[config.mk]
export PLATFORM = sky130hd
export DESIGN_NAME = write_back_ctrl
export DESIGN_NICKNAME = d
export VERILOG_FILES = /design/src/rtl/wb_pkg.sv /design/src/rtl/wb_narrow.sv /design/src/rtl/write_back_ctrl.sv
export SDC_FILE = /design/constraint.sdc
export NUM_CORES = 1
export LEC_CHECK = 0
export ABC_AREA = 1
export BUFFER_PORTS_ARGS = -buffer_cell sky130_fd_sc_hd__buf_2
export CAP_MARGIN = 15
export CORE_MARGIN = 1.5
export CORE_UTILIZATION = 52
export DETAILED_ROUTE_END_ITERATION = 8
export PLACE_DENSITY_LB_ADDON = 0.05
export SYNTH_ARGS = -nofsm -noshare
export SYNTH_HDL_FRONTEND = slang
export SYNTH_SLANG_ARGS = --single-unit
[constraint.sdc]
create_clock -name clk -period 2.1 [get_ports clk]
set_input_delay 0.105 -clock clk [delete_from_list [all_inputs] [get_ports clk]]
set_output_delay 0.105 -clock clk [all_outputs]
set_load 0.03 [all_outputs]
[src/rtl/wb_pkg.sv]
// wb_pkg: shared types and constants for the write-back drain engine.
//   wb_state_e          : FSM states (WB_IDLE, WB_SEND, WB_DONE)
//   WB_ARRAY_SIZE_DEF   : default tile edge
//   WB_NUM_ELEM         : elements per default tile (N*N)
//   WB_CNT_W            : element counter width for the default tile
//   wb_cnt_w()          : element counter width for an arbitrary tile edge
package wb_pkg;

  typedef enum logic [1:0] {
    WB_IDLE = 2'd0,
    WB_SEND = 2'd1,
    WB_DONE = 2'd2
  } wb_state_e;

  localparam int WB_ARRAY_SIZE_DEF = 2;
  localparam int WB_NUM_ELEM       = WB_ARRAY_SIZE_DEF * WB_ARRAY_SIZE_DEF;
  localparam int WB_CNT_W          = $clog2(WB_NUM_ELEM);

  // A 1x1 tile still needs a 1-bit counter to keep vectors legal.
  function automatic int wb_cnt_w(input int n);
    return (n * n > 1) ? $clog2(n * n) : 1;
  endfunction

endpackage

[src/rtl/wb_narrow.sv]
// wb_narrow: combinational ACC_W -> DATA_W element narrowing.
//   acc_i  [ACC_W-1:0]  : accumulator element (two's complement)
//   data_o [DATA_W-1:0] : narrowed memory word
// Build option WB_SAT_EN: when defined, signed saturation to the DATA_W
// range; when undefined, plain truncation to the low DATA_W bits.
module wb_narrow #(
  parameter int ACC_W  = 32,
  parameter int DATA_W = 16
) (
  input  logic [ACC_W-1:0]  acc_i,
  output logic [DATA_W-1:0] data_o
);

`ifdef WB_SAT_EN
  // The value fits in DATA_W signed bits exactly when every bit from the
  // target sign position upward is a copy of the same value.
  logic [ACC_W-DATA_W:0] hi_bits;
  logic                  in_range;

  assign hi_bits  = acc_i[ACC_W-1:DATA_W-1];
  assign in_range = (&hi_bits) | ~(|hi_bits);

  always_comb begin
    data_o = acc_i[DATA_W-1:0];
    if (!in_range) begin
      if (acc_i[ACC_W-1]) begin
        data_o = {1'b1, {(DATA_W-1){1'b0}}};
      end else begin
        data_o = {1'b0, {(DATA_W-1){1'b1}}};
      end
    end
  end
`else
  assign data_o = acc_i[DATA_W-1:0];

  // Upper accumulator bits are intentionally dropped in the truncating build.
  generate
    if (ACC_W > DATA_W) begin : g_trunc
      logic unused_hi;
      assign unused_hi = ^acc_i[ACC_W-1:DATA_W];
    end
  endgenerate
`endif

endmodule

[src/rtl/write_back_ctrl.sv]
// write_back_ctrl: drains an ARRAY_SIZE x ARRAY_SIZE accumulator tile to the
// result memory, one narrowed element per accepted valid/ready beat, in
// row-major order with base address + row stride addressing.
//   clk, rst_n     : clock, asynchronous active-low reset
//   start_i        : begin a drain (only honoured in IDLE)
//   base_addr_i    : address of element 0, latched on start
//   row_stride_i   : address step between row starts, latched on start
//   data_in_i      : tile, element k at [k*ACC_W +: ACC_W], k = row*N+col
//   busy_o         : high while a drain is in progress
//   done_o         : one-cycle pulse after the last beat is accepted
//   mem_valid_o    : beat valid
//   mem_ready_i    : memory accepts beat
//   mem_addr_o     : beat address (modulo 2^ADDR_W)
//   mem_data_o     : narrowed element
// Build option WB_SAT_EN selects saturating narrowing (see wb_narrow).
//
// state    | meaning
// WB_IDLE  | waiting for start; outputs quiet
// WB_SEND  | presenting beats; advances on mem_valid && mem_ready
// WB_DONE  | done pulse; return to IDLE
module write_back_ctrl
  import wb_pkg::*;
#(
  parameter int ACC_W      = 32,
  parameter int DATA_W     = 16,
  parameter int ARRAY_SIZE = WB_ARRAY_SIZE_DEF,
  parameter int ADDR_W     = 10
) (
  input  logic                                   clk,
  input  logic                                   rst_n,
  input  logic                                   start_i,
  input  logic [ADDR_W-1:0]                      base_addr_i,
  input  logic [ADDR_W-1:0]                      row_stride_i,
  input  logic [ARRAY_SIZE*ARRAY_SIZE*ACC_W-1:0] data_in_i,
  output logic                                   busy_o,
  output logic                                   done_o,
  output logic                                   mem_valid_o,
  input  logic                                   mem_ready_i,
  output logic [ADDR_W-1:0]                      mem_addr_o,
  output logic [DATA_W-1:0]                      mem_data_o
);

  localparam int NUM_ELEM = ARRAY_SIZE * ARRAY_SIZE;
  localparam int CNT_W    = wb_cnt_w(ARRAY_SIZE);
  localparam int COL_W    = (ARRAY_SIZE > 1) ? $clog2(ARRAY_SIZE) : 1;

  localparam logic [CNT_W-1:0] LAST_ELEM = CNT_W'(NUM_ELEM - 1);
  localparam logic [COL_W-1:0] LAST_COL  = COL_W'(ARRAY_SIZE - 1);

  wb_state_e         state_q, state_d;
  logic [ACC_W-1:0]  tile_q [NUM_ELEM];
  logic [CNT_W-1:0]  elem_q, elem_d;
  logic [COL_W-1:0]  col_q, col_d;
  logic [ADDR_W-1:0] row_base_q, row_base_d;
  logic [ADDR_W-1:0] stride_q, stride_d;
  logic              busy_q, busy_d;
  logic              done_q, done_d;
  logic              valid_q, valid_d;
  logic [ADDR_W-1:0] addr_q, addr_d;
  logic [DATA_W-1:0] data_q, data_d;
  logic              capture;

  logic [CNT_W-1:0]  elem_nxt;
  logic [ACC_W-1:0]  sel_acc;
  logic [DATA_W-1:0] narrow_data;

  // Output data is registered, so the narrower always works one beat ahead:
  // in IDLE it sees element 0 straight off the input bus (the tile is being
  // captured on that same edge), otherwise the element after the current one.
  // At the last element the index wraps to 0; that value is never loaded.
  assign elem_nxt = elem_q + CNT_W'(1);
  assign sel_acc  = (state_q == WB_IDLE) ? data_in_i[ACC_W-1:0] : tile_q[elem_nxt];

  wb_narrow #(
    .ACC_W  (ACC_W),
    .DATA_W (DATA_W)
  ) u_narrow (
    .acc_i  (sel_acc),
    .data_o (narrow_data)
  );

  always_comb begin
    state_d    = state_q;
    elem_d     = elem_q;
    col_d      = col_q;
    row_base_d = row_base_q;
    stride_d   = stride_q;
    busy_d     = busy_q;
    done_d     = 1'b0;
    valid_d    = valid_q;
    addr_d     = addr_q;
    data_d     = data_q;
    capture    = 1'b0;

    unique case (state_q)
      WB_IDLE: begin
        if (start_i) begin
          capture    = 1'b1;
          state_d    = WB_SEND;
          elem_d     = '0;
          col_d      = '0;
          row_base_d = base_addr_i;
          stride_d   = row_stride_i;
          busy_d     = 1'b1;
          valid_d    = 1'b1;
          addr_d     = base_addr_i;
          data_d     = narrow_data;
        end
      end

      WB_SEND: begin
        if (valid_q && mem_ready_i) begin
          if (elem_q == LAST_ELEM) begin
            state_d = WB_DONE;
            valid_d = 1'b0;
            done_d  = 1'b1;
          end else begin
            elem_d = elem_nxt;
            data_d = narrow_data;
            if (col_q == LAST_COL) begin
              col_d      = '0;
              row_base_d = row_base_q + stride_q;
              addr_d     = row_base_d;
            end else begin
              col_d  = col_q + COL_W'(1);
              addr_d = row_base_q + ADDR_W'(col_d);
            end
          end
        end
      end

      WB_DONE: begin
        state_d = WB_IDLE;
        busy_d  = 1'b0;
      end

      default: begin
        state_d = WB_IDLE;
        busy_d  = 1'b0;
        valid_d = 1'b0;
      end
    endcase
  end

  always_ff @(posedge clk or negedge rst_n) begin
    if (!rst_n) begin
      state_q    <= WB_IDLE;
      elem_q     <= '0;
      col_q      <= '0;
      row_base_q <= '0;
      stride_q   <= '0;
      busy_q     <= 1'b0;
      done_q     <= 1'b0;
      valid_q    <= 1'b0;
      addr_q     <= '0;
      data_q     <= '0;
      for (int k = 0; k < NUM_ELEM; k++) begin
        tile_q[k] <= '0;
      end
    end else begin
      state_q    <= state_d;
      elem_q     <= elem_d;
      col_q      <= col_d;
      row_base_q <= row_base_d;
      stride_q   <= stride_d;
      busy_q     <= busy_d;
      done_q     <= done_d;
      valid_q    <= valid_d;
      addr_q     <= addr_d;
      data_q     <= data_d;
      if (capture) begin
        for (int k = 0; k < NUM_ELEM; k++) begin
          tile_q[k] <= data_in_i[k*ACC_W +: ACC_W];
        end
      end
    end
  end

  assign busy_o      = busy_q;
  assign done_o      = done_q;
  assign mem_valid_o = valid_q;
  assign mem_addr_o  = addr_q;
  assign mem_data_o  = data_q;

endmodule

==> metrics, run 1 <==
status completed; Tot Pwr 13.61 mW; routed vias/inst 5.412; Mapped Cells 610; TritonCTS Sinks 118; Setup TNS 0 ns; maxcap violations 0; CTS Buffer Depth 2; mean post-synth cell area 9.630 sq um; final WL 16.00 mm; grt total ovfl 0; Die Y 109.3 um; pre-CTS setup slack 0.1173 ns; largest net degree at the start of global routing 78; fin area 7994 sq um; Die ar. 11,940 sq um; Pre-antenna DRT Iters 4; RePlAce Congestion 0.9059; Warnings, synthesis 0; synthesized cell area 5874 sq um; Fin. Hold Viols 0; Initial Util 0.5372; sw power 5.736 mW; min Tclk post-route 1.979 ns; Post-synth EDFFs 0; Max H-tree Level 4; I/O pin count 181; flops & latches, synth 118; Layout area overhead 36.08%; post-synthesis sequential area ratio 0.5027; num rows 38; NumNets Final 976; Die X 109.3 um; Starting DRT DRC Count 252; CTS clk-pin slew, worst paths 0.05 ns; # fillers 812; setup violators final 0; pwr dens 1702 nW/um^2; async set-reset flop share out of synthesis 1.000; Root Driver clkbuf_16; final worst path period share 0.9424; worst setup margin 0.1209 ns; Cell variety after synth 35; Logic pwr share 0.486; All-Layer GR Usage 0.2906; Clock Latency Late Sink 0.42 ns; utilization after layout 0.7310; layout cell share with drive strength beyond 1 0.3030; Max Clk Rate 505.3 MHz; final number of max-transition violations 0; Final HPWL DP 10.16 mm; placed instance area 6638 sq um; CP max FO 3; Num CTS Buffers 17; top_reg_cell synth dfrtp_1; clk_skew 0.01636 ns; Worst Path Required 2.39 ns; DR DRC count 0; initial antenna violation count 0; Setup crit end kind register; r2r setup slk 0.12 ns; vias in the first global route 5,447; HP Class in2reg; VDD IR max 0.9091 mV; Leak 3.989 nW; actual slew at the worst max-slew pin 0.6011 ns; RSZ-0062 raised after global routing false; crit path DAT 2.27 ns; TritonCTS clock tree built; clock power share 0.212; Syn Nets 774; crit path kind reg2reg; Antenna Nets Post-Route 0; # port buffers 116; Post-CTS Setup Bufs 0; Relative slew margins 0.5993; Switching Fraction 0.4215; Routed WL per cell 16.58 um; first-pass GRT wire length 25.98 mm; vias post-DR 5,223; ant diodes 0; cell internal pwr 7.872 mW; core area 10,940 sq um; sequential share of power 0.302; startpoint types register
==> sequential cells by signal, summed over array words and instances (netlist names) <==
name         cells
stride_q        10
busy_o           1
col_q            1
done_o           1
mem_addr_o      10
mem_valid_o      1
state_q          2
row_base_q      10
mem_data_o      16
tile_q          64
elem_q           2
==> metal layers <==
metal	vias to the layer above	routed length, um	global-route usage
li1	2483	-	-
met1	2527	6626	0.3477
met2	185	8214	0.4996
met3	28	838	0.07651
met4	0	318	0.1132
met5	-	0	0
==> power by group through the flow <==
stage | Clock [mW] | Combinational [mW] | Sequential [mW]
after floorplan | 0 | 4.32 | 4.42
after global placement | 0 | 6.22 | 4.06
after detailed placement | 0 | 6.39 | 4.10
after CTS | 2.93 | 6.55 | 4.08
after global routing | 3.05 | 7.36 | 4.22
final | 2.88 | 6.62 | 4.11
==> through the flow <==
stage	hold WS, ns	cells
4_1_cts	0.02811	965
3_5_place_dp	0.1453	856
2_1_floorplan	-0.1906	610
5_1_grt	0.06940	965
3_3_place_gp	0.1388	856
6_report	0.04551	965
==> layout by cell type, fill, tap and decap left out, types with 5 or more instances in the layout <==
| cell type | instances |
|---|---|
| xor2_1 | 6 |
| nor3_1 | 5 |
| a21oi_1 | 39 |
| nand4_1 | 5 |
| o21ai_0 | 45 |
| ha_1 | 11 |
| dlygate4sd3_1 | 77 |
| nand3_1 | 23 |
| clkbuf_1 | 6 |
| buf_2 | 115 |
| inv_1 | 28 |
| nand2_1 | 101 |
| mux2_2 | 74 |
| buf_4 | 16 |
| inv_2 | 5 |
| o22ai_1 | 17 |
| nor2_1 | 74 |
| clkbuf_16 | 17 |
| dfrtp_1 | 118 |
==> cells by family (layout without fill, tap and decap cells) <==
logic type	Yosys count	after routing	share of synthesized area
AO/OA/AOI/OAI	121	121	0.1146
adder cells (fa/ha/maj)	12	12	0.02684
AND/OR/NAND/NOR	215	215	0.1519
XOR/XNOR	7	7	0.01044
buffers and inverters	63	278	0.05176
flip-flops	118	118	0.5027
multiplexers	74	74	0.1419
==> worst paths after layout <==
check                                 to            from  cells past startpoint
max reg2reg                mem_addr_o[6]   row_base_q[0]                     10
min reg2reg                mem_addr_o[2]   mem_addr_o[2]                      2
max in group asynchronous     tile_q[97]           rst_n                      3
min in group asynchronous    stride_q[2]           rst_n                      2
max                        mem_addr_o[6]   row_base_q[0]                     10
min                        row_base_q[3]  base_addr_i[3]                      5
==> repair_timing <==
action / 4_1_cts / 5_1_grt
hold buffers: 77 / 0
setup endpoints to repair: 0 / 2
resized for setup: 0 / 2
hold endpoints to repair: 127 / 0
==> Yosys cell counts, types with 6 or more instances <==
| cell | count | area [sq um] |
|---|---|---|
| mux2_2 | 74 | 833.3 |
| clkbuf_1 | 12 | 45.04 |
| o22ai_1 | 17 | 106.4 |
| nand2_1 | 101 | 379.1 |
| dfrtp_1 | 118 | 2953 |
| a21oi_1 | 39 | 195.2 |
| buf_2 | 6 | 30.03 |
| nand3_1 | 23 | 115.1 |
| inv_1 | 28 | 105.1 |
| nor2_1 | 74 | 277.8 |
| xor2_1 | 6 | 52.55 |
| o21ai_0 | 47 | 235.2 |
| buf_6 | 7 | 78.83 |
| ha_1 | 11 | 137.6 |
==> final cells by class <==
cell class,instances,area [sq um],area share
flip-flops and latches,118,2953,0.3694
inverters,35,131.4,0.01643
repair buffers,211,1526,0.1910
multi-input cells,429,2623,0.3281
clock buffers,24,461.7,0.05776
well taps,140,175.2,0.02191
clock inverters,8,123.9,0.01550
==> worst max-delay path, stage by stage, from the launching register on <==
cell and delay (ns):
dfrtp_1 0.39, ha_1 0.26, fa_1 0.42, nand3_1 0.10, nand2_1 0.11, nand2_1 0.08
nand2_1 0.06, nor2_1 0.09, o21ai_1 0.10, o21bai_1 0.16, nand2_1 0.08
Power figures use the tool's default switching activity.
==> run 2, diff against run 1 <==
REMOVE_ABC_BUFFERS = 1   (was default)
==> run 2 against run 1 <==
- sequential cell count unchanged
- critical endpoint unchanged
- sequential power shrank 1%
- power increased by 2.2%
- sequential share of layout area shrank 0.34 points
- critical path depth unchanged
- core utilization is 0.69 points higher
- critical path type unchanged
- combinational power is essentially flat
- worst hold slack got worse by 0.017 ns
- non-clock buffer count unchanged
- maximum frequency is 1.3% higher
==> metrics, run 2 (synthesized netlist as in run 1, its figures left out) <==
I/O pin count 181 (unchanged); Clock Latency Late Sink 0.42 ns (about the same); sequential share of power 0.292 (was 0.302); vias post-DR 5,234 (was 5,223); largest net degree at the start of global routing 60 (was 78); status completed (unchanged); num rows 38 (unchanged); Final Non-Filler Cells 964 (was 965); Crit Reg-Reg Startpoint row_base_q[0] (unchanged); Tot Pwr 13.91 mW (was 13.61 mW); critical-path cell list ha_1 -> fa_1 -> nand3_1 -> nand2_1 -> nand2_1 -> nand2_1 -> nor2_1 -> o21ai_1 -> o21bai_1 -> nand2_1 (unchanged); initial antenna violation count 0 (unchanged); met2 routed WL 7.695 mm (was 8.214 mm); WHS Path Cells 5 (unchanged); commonest non-fill, non-tap cells in the layout dfrtp_1 (118), buf_2 (115), nand2_1 (101) (unchanged); CP delay by family, top adder cells (unchanged); DRT met1 WL 6.423 mm (was 6.626 mm); RSZ-0062 raised after global routing false (unchanged); Largest register FFs 64 (unchanged); Max Used Layer met4 (unchanged); reg2reg end mem_addr_o[6] (unchanged); Antenna Nets Post-Route 0 (unchanged); CTS clk-pin slew, worst paths 0.05 ns (about the same); DR DRC count 0 (unchanged); Layout area overhead 37.36% (was 36.08%); VDD IR max 1.016 mV (was 0.9091 mV); Setup crit end kind register (unchanged); ant diodes 0 (unchanged); Max Clk Rate 511.8 MHz (was 505.3 MHz); dpl cells 856 (unchanged); sw power 5.698 mW (was 5.736 mW); All-Layer GR Usage 0.2793 (was 0.2906); actual slew at the worst max-slew pin 0.5697 ns (was 0.6011 ns); startpoint types register (unchanged); Pre-antenna DRT Iters 5 (was 4); NumNets Final 976 (unchanged); TritonCTS Sinks 118 (unchanged); setup violators final 0 (unchanged); crit path DAT 2.25 ns (was 2.27 ns); commonest non-fill, non-tap cell in the layout dfrtp_1 (unchanged); Routed WL per cell 15.96 um (was 16.58 um); Worst Path Required 2.40 ns (was 2.39 ns); first-pass GRT wire length 25.24 mm (was 25.98 mm); maxcap violations 0 (unchanged); Post-CTS Setup Bufs 0 (unchanged); CTS Buffer Depth 2 (unchanged); hold worst-path end row_base_q[3] (unchanged); R2R depth 10 (unchanged); Crit path top cell by count nand2_1 (unchanged); min Tclk post-route 1.954 ns (was 1.979 ns); TritonCTS clock tree built (unchanged); final worst path period share 0.9305 (was 0.9424); Final HPWL DP 9.838 mm (was 10.16 mm); Logic pwr share 0.474 (was 0.486); Max H-tree Level 4 (unchanged); clk_skew 0.005584 ns (was 0.01636 ns); Root Driver clkbuf_16 (unchanged); cell internal pwr 8.211 mW (was 7.872 mW); Slowest-stage cell, CP fa_1 (unchanged); Worst Hold Launch base_addr_i[3] (unchanged); Switching Fraction 0.4097 (was 0.4215); RePlAce Congestion 0.9321 (was 0.9059); slowest stage delay, CP 0.42 ns (about the same); Biggest register tile_q (unchanged); crit path buf inv count 0 (unchanged); layout cell share with drive strength beyond 1 0.3095 (was 0.3030); r2r setup slk 0.15 ns (was 0.12 ns); # port buffers 116 (unchanged); Num CTS Buffers 17 (unchanged); Die Y 109.3 um (unchanged); Starting DRT DRC Count 288 (was 252); Die ar. 11,940 sq um (unchanged); Met3 Wirelength 979 um (was 838 um); final number of max-transition violations 0 (unchanged); grt total ovfl 0 (unchanged); routed vias/inst 5.429 (was 5.412); CP max FO 3 (unchanged); Die X 109.3 um (unchanged); core area 10,940 sq um (unchanged); Leak 4.027 nW (was 3.989 nW); final WL 15.38 mm (was 16.00 mm); Relative slew margins 0.6173 (was 0.5993); clock power share 0.234 (was 0.212); Fin. Hold Viols 0 (unchanged); vias in the first global route 5,347 (was 5,447); HP Class in2reg (unchanged); crit path kind reg2reg (unchanged); pwr dens 1724 nW/um^2 (was 1702 nW/um^2); Initial Util 0.5372 (unchanged)
## run 2: worst max-delay path by stage
| stage | startpoint | end | slack, ns | depth (start not counted) |
|---|---|---|---|---|
| after floorplan | state_q[1] | mem_addr_o[6] | -0.76 | 8 |
| final | row_base_q[0] | mem_addr_o[6] | 0.15 | 10 |
| after detailed placement | row_base_q[0] | mem_addr_o[6] | 0.14 | 10 |
| after global routing | row_base_q[0] | mem_addr_o[6] | 0.003 | 10 |
| after CTS | row_base_q[0] | mem_addr_o[6] | 0.11 | 10 |
| after global placement | row_base_q[0] | mem_addr_o[6] | 0.19 | 10 |
## run 2: routing by layer
| layer | GRT usage | vias up |
|---|---|---|
| met5 | 0 | - |
| met4 | 0.1104 | 0 |
| met3 | 0.08010 | 26 |
| met2 | 0.4625 | 180 |
| met1 | 0.3444 | 2535 |
| li1 | - | 2493 |
## run 2: area by class of cell
cell class,instances,area [sq um]
Inverter,35,131.4
Multi-Input combinational cell,429,2625
Timing Repair Buffer,211,1526
Clock inverter,13,229.0
Tap cell,140,175.2
Fill cell,801,2867
Clock buffer,18,429.2
Sequential cell,118,2953
## run 2: power groups by stage
| stage | Combinational, mW | Sequential, mW | Clock, mW |
|---|---|---|---|
| finish | 6.60 | 4.06 | 3.26 |
| global placement | 6.21 | 4.03 | 0 |
| detailed placement | 6.37 | 4.07 | 0 |
| global route | 7.34 | 4.16 | 3.42 |
| floorplan | 4.04 | 4.47 | 0 |
| CTS | 6.56 | 4.04 | 3.30 |
## run 2: timing repair
| action | CTS | global route |
|---|---|---|
| hold buffers | 77 | 0 |
| endpoints found under the hold margin | 126 | 0 |
| setup endpoints to repair | 0 | 1 |
| gates resized for setup | 0 | 2 |
## run 2: metrics by stage
stage               hold WS [ns]  setup TNS [ns]    util  instance area (sq um)  worst slack, ns
floorplan                -0.1906          -41.76       -                   5702          -0.7643
global placement         0.09962               0  0.6070                   6638           0.1861
detailed placement        0.1091               0  0.6070                   6638           0.1406
CTS                      0.01141               0  0.7376                   8066           0.1111
global route             0.07911               0  0.7379                   8069         0.003278
finish                   0.02862               0  0.7379                   8069           0.1460
## run 2: worst min-delay path, delay by kind of cell
kind	cells	cell delay, ns
buf+inv	1	0.08
compound gates	1	0.06
simple gates	3	0.17
==> run 3, diff against run 2 <==
ABC_AREA = default   (was 1)
SLEW_MARGIN = 30   (was default)
==> run 3 against run 2 <==
- critical path depth is 2 lower
- non-clock buffer count is 13 higher
- clock power is 24% lower
- worst hold slack better by 0.0050 ns
- final cell count is 14% lower
- setup slack worse by 0.14 ns
- via count is 17% lower
- critical endpoint is now row_base_q[9]
- core utilization is 0.28 points higher
==> metrics, run 3 <==
Critical path origin row_base_q[1] (was row_base_q[0]); Final HPWL DP 8.866 mm (was 9.838 mm); Cell variety after synth 47 (was 35); Max H-tree Level 4 (unchanged); TritonCTS Sinks 118 (unchanged); routed vias/inst 5.221 (was 5.429); mean post-synth cell area 12.97 sq um (was 9.630 sq um); final WL 13.62 mm (was 15.38 mm); DR DRC count 0 (unchanged); Initial Util 0.5407 (was 0.5372); vias in the first global route 4,549 (was 5,347); crit path kind reg2reg (unchanged); Antenna Nets Post-Route 0 (unchanged); Post-synth EDFFs 0 (unchanged); post-synthesis sequential area ratio 0.4951 (was 0.5027); maxcap violations 0 (unchanged); layer carrying the most global-route usage met2 (unchanged); crit path DAT 2.38 ns (was 2.25 ns); slowest stage delay, CP 0.42 ns (about the same); startpoint types register (unchanged); top post-synthesis cells by area dfrtp_1 (50%), mux2_4 (10%), mux4_2 (6.0%), mux2_2 (4.7%), mux2i_1 (4.2%) (was dfrtp_1 (50%), mux2_2 (14%), nand2_1 (6.5%), nor2_1 (4.7%), o21ai_0 (4.0%)); synthesized cell area 5964 sq um (was 5874 sq um); Relative slew margins 0.6408 (was 0.6173); Warnings, synthesis 0 (unchanged); min Tclk post-route 2.091 ns (was 1.954 ns); status completed (unchanged); core area 11,030 sq um (was 10,940 sq um); top cells by count, synth dfrtp_1 (118), nand2_1 (49), mux2_4 (40), o21ai_0 (31) (was dfrtp_1 (118), nand2_1 (101), mux2_2 (74), nor2_1 (74), o21ai_0 (47)); num rows 38 (unchanged); Leak 3.799 nW (was 4.027 nW); NumNets Final 843 (was 976); Routed WL per cell 16.43 um (was 15.96 um); met2 Use GR 0.4064 (was 0.4625); clk_skew 0.01143 ns (was 0.005584 ns); Layout area overhead 36.98% (was 37.36%); Max Clk Rate 478.2 MHz (was 511.8 MHz); largest area contributor in the netlist dfrtp_1 (unchanged); final worst path period share 0.9959 (was 0.9305); TritonCTS clock tree built (unchanged); largest net degree at the start of global routing 41 (was 60); HP Class in2reg (unchanged); Setup crit end kind register (unchanged); Starting DRT DRC Count 193 (was 288); RePlAce Congestion 0.8599 (was 0.9321); first-pass GRT wire length 22.08 mm (was 25.24 mm); Clock Latency Late Sink 0.41 ns (was 0.42 ns); most frequent cell after synthesis dfrtp_1 (unchanged); Biggest register tile_q (unchanged); flops & latches, synth 118 (unchanged); CP delay by family, top compound AO/OA/AOI/OAI gates (was adder cells); async set-reset flop share out of synthesis 1.000 (unchanged); Fin. Hold Viols 0 (unchanged); commonest non-fill, non-tap cells in the layout dfrtp_1 (118), buf_2 (115), dlygate4sd3_1 (79) (was dfrtp_1 (118), buf_2 (115), nand2_1 (101)); CP max FO 3 (unchanged); CTS clk-pin slew, worst paths 0.05 ns (about the same); critical-path cell list buf_6 -> ha_4 -> a21o_1 -> a22oi_2 -> a31oi_4 -> xnor2_2 -> a21oi_2 -> a2bb2oi_2 (was ha_1 -> fa_1 -> nand3_1 -> nand2_1 -> nand2_1 -> nand2_1 -> nor2_1 -> o21ai_1 -> o21bai_1 -> nand2_1); commonest non-fill, non-tap cell in the layout dfrtp_1 (unchanged); Num CTS Buffers 17 (unchanged); I/O pin count 181 (unchanged); final number of max-transition violations 0 (unchanged); # port buffers 116 (unchanged); Die ar. 12,120 sq um (was 11,940 sq um); initial antenna violation count 0 (unchanged); actual slew at the worst max-slew pin 0.5389 ns (was 0.5697 ns); Tot Pwr 13.31 mW (was 13.91 mW); VDD IR max 1.025 mV (was 1.016 mV); layout cell share with drive strength beyond 1 0.4020 (was 0.3095); grt total ovfl 0 (unchanged); setup violators final 0 (unchanged); Worst Hold Launch base_addr_i[3] (unchanged); top_reg_cell synth dfrtp_1 (unchanged); met1 GRT Util 0.3109 (was 0.3444); utilization after layout 0.7407 (was 0.7379); Mapped Cells 460 (was 610); ant diodes 0 (unchanged); All-Layer GR Usage 0.2460 (was 0.2793); Die X 110.1 um (was 109.3 um); Pre-antenna DRT Iters 5 (unchanged); share of the synthesized area in the top cell type 0.4951 (was 0.5027); CTS Buffer Depth 2 (unchanged); Worst Path Required 2.39 ns (was 2.40 ns); RSZ-0062 raised after global routing true (was false); crit path buf inv count 1 (was 0); pwr dens 1629 nW/um^2 (was 1724 nW/um^2); Slowest-stage cell, CP dfrtp_1 (was fa_1); Crit Reg-Reg Startpoint row_base_q[1] (was row_base_q[0]); vias post-DR 4,328 (was 5,234); Die Y 110.1 um (was 109.3 um); Largest register FFs 64 (unchanged); GRT met3 Usage 0.07819 (was 0.08010); Root Driver clkbuf_16 (unchanged)
==> run 3: cell count changes after synthesis, sizes merged, moves of 7 or more <==
cell	change
a21oi	-25
clkbuf	-7
inv	-30
mux2i	+25
mux4	+16
nand2	-55
nand3	-12
nor2	-64
o21ai	-7
o22ai	-15
xnor2	+7
==> run 3: cell families after synthesis <==
logic type	Yosys count	share of synthesized area
adders and majority gates	12	0.02643
DFF	118	0.4951
AOI/OAI and AO/OA	78	0.08265
buffers and inverters	27	0.02937
xor gates and xnor gates	16	0.02350
muxes	115	0.2673
and+or+nand+nor	94	0.07573
==> run 3: where the power goes <==
group	internal [mW]	leakage, nW	switching (mW)	total (mW)
clock network	1.53	0.252	0.945	2.48
logic	3.44	2.13	3.29	6.73
registers	3.42	1.41	0.685	4.11
==> run 3: timing repair <==
action / 4_1_cts / 5_1_grt
hold endpoints to repair: 119 / 0
buffers inserted: 0 / 3
resized for setup: 5 / 7
endpoints found under the setup margin: 5 / 10
hold buffers: 79 / 0
pin swaps: 2 / 10
==> run 3: worst paths after layout <==
path                            endpoint  slack, ns  cells after the start
max                        row_base_q[9]      0.009                      8
min                        row_base_q[3]       0.03                      3
max reg2reg                row_base_q[9]      0.009                      8
min reg2reg                    elem_q[1]       0.47                      2
max in group asynchronous    stride_q[8]       1.18                      3
min in group asynchronous  mem_addr_o[1]       0.23                      2
==> run 3: routing by layer <==
layer  vias up  wire length [um]
li1       2097                 -
met1      2124              6048
met2        95              6818
met3        12               600
met4         0               152
met5         -                 0
==> run 3: metrics by stage <==
step	hold slack (ns)	cell area (sq um)	setup slack, ns	cells	setup TNS (ns)
after floorplan	-0.1906	5801	-0.6120	436	-22.32
after global placement	0.1231	6807	-0.09371	718	-0.3060
after detailed placement	0.1264	6807	-0.1757	718	-0.5558
after CTS	0.01516	8104	-0.008790	826	-0.008790
after global routing	0.02131	8170	-0.1179	829	-0.3164
final	0.03365	8170	0.008650	829	0
==> run 3: layout make-up <==
| type | instances | area (sq um) |
|---|---|---|
| tap | 140 | 175.2 |
| clock inverter | 6 | 30.03 |
| inverter | 3 | 11.26 |
| clock buffer | 23 | 467.9 |
| sequential | 118 | 2953 |
| timing repair buffer | 224 | 1645 |
| multi-input combinational | 315 | 2888 |
| fill | 751 | 2860 |
==> run 3: worst register-to-register path: cells and delay by family, from the launching register on <==
kind                     cells  cell delay [ns]
adder cells (fa/ha/maj)      1             0.22
AO/OA/AOI/OAI                5             0.93
XOR/XNOR                     1             0.26
buffers and inverters        1             0.15
flip-flops                   1             0.42
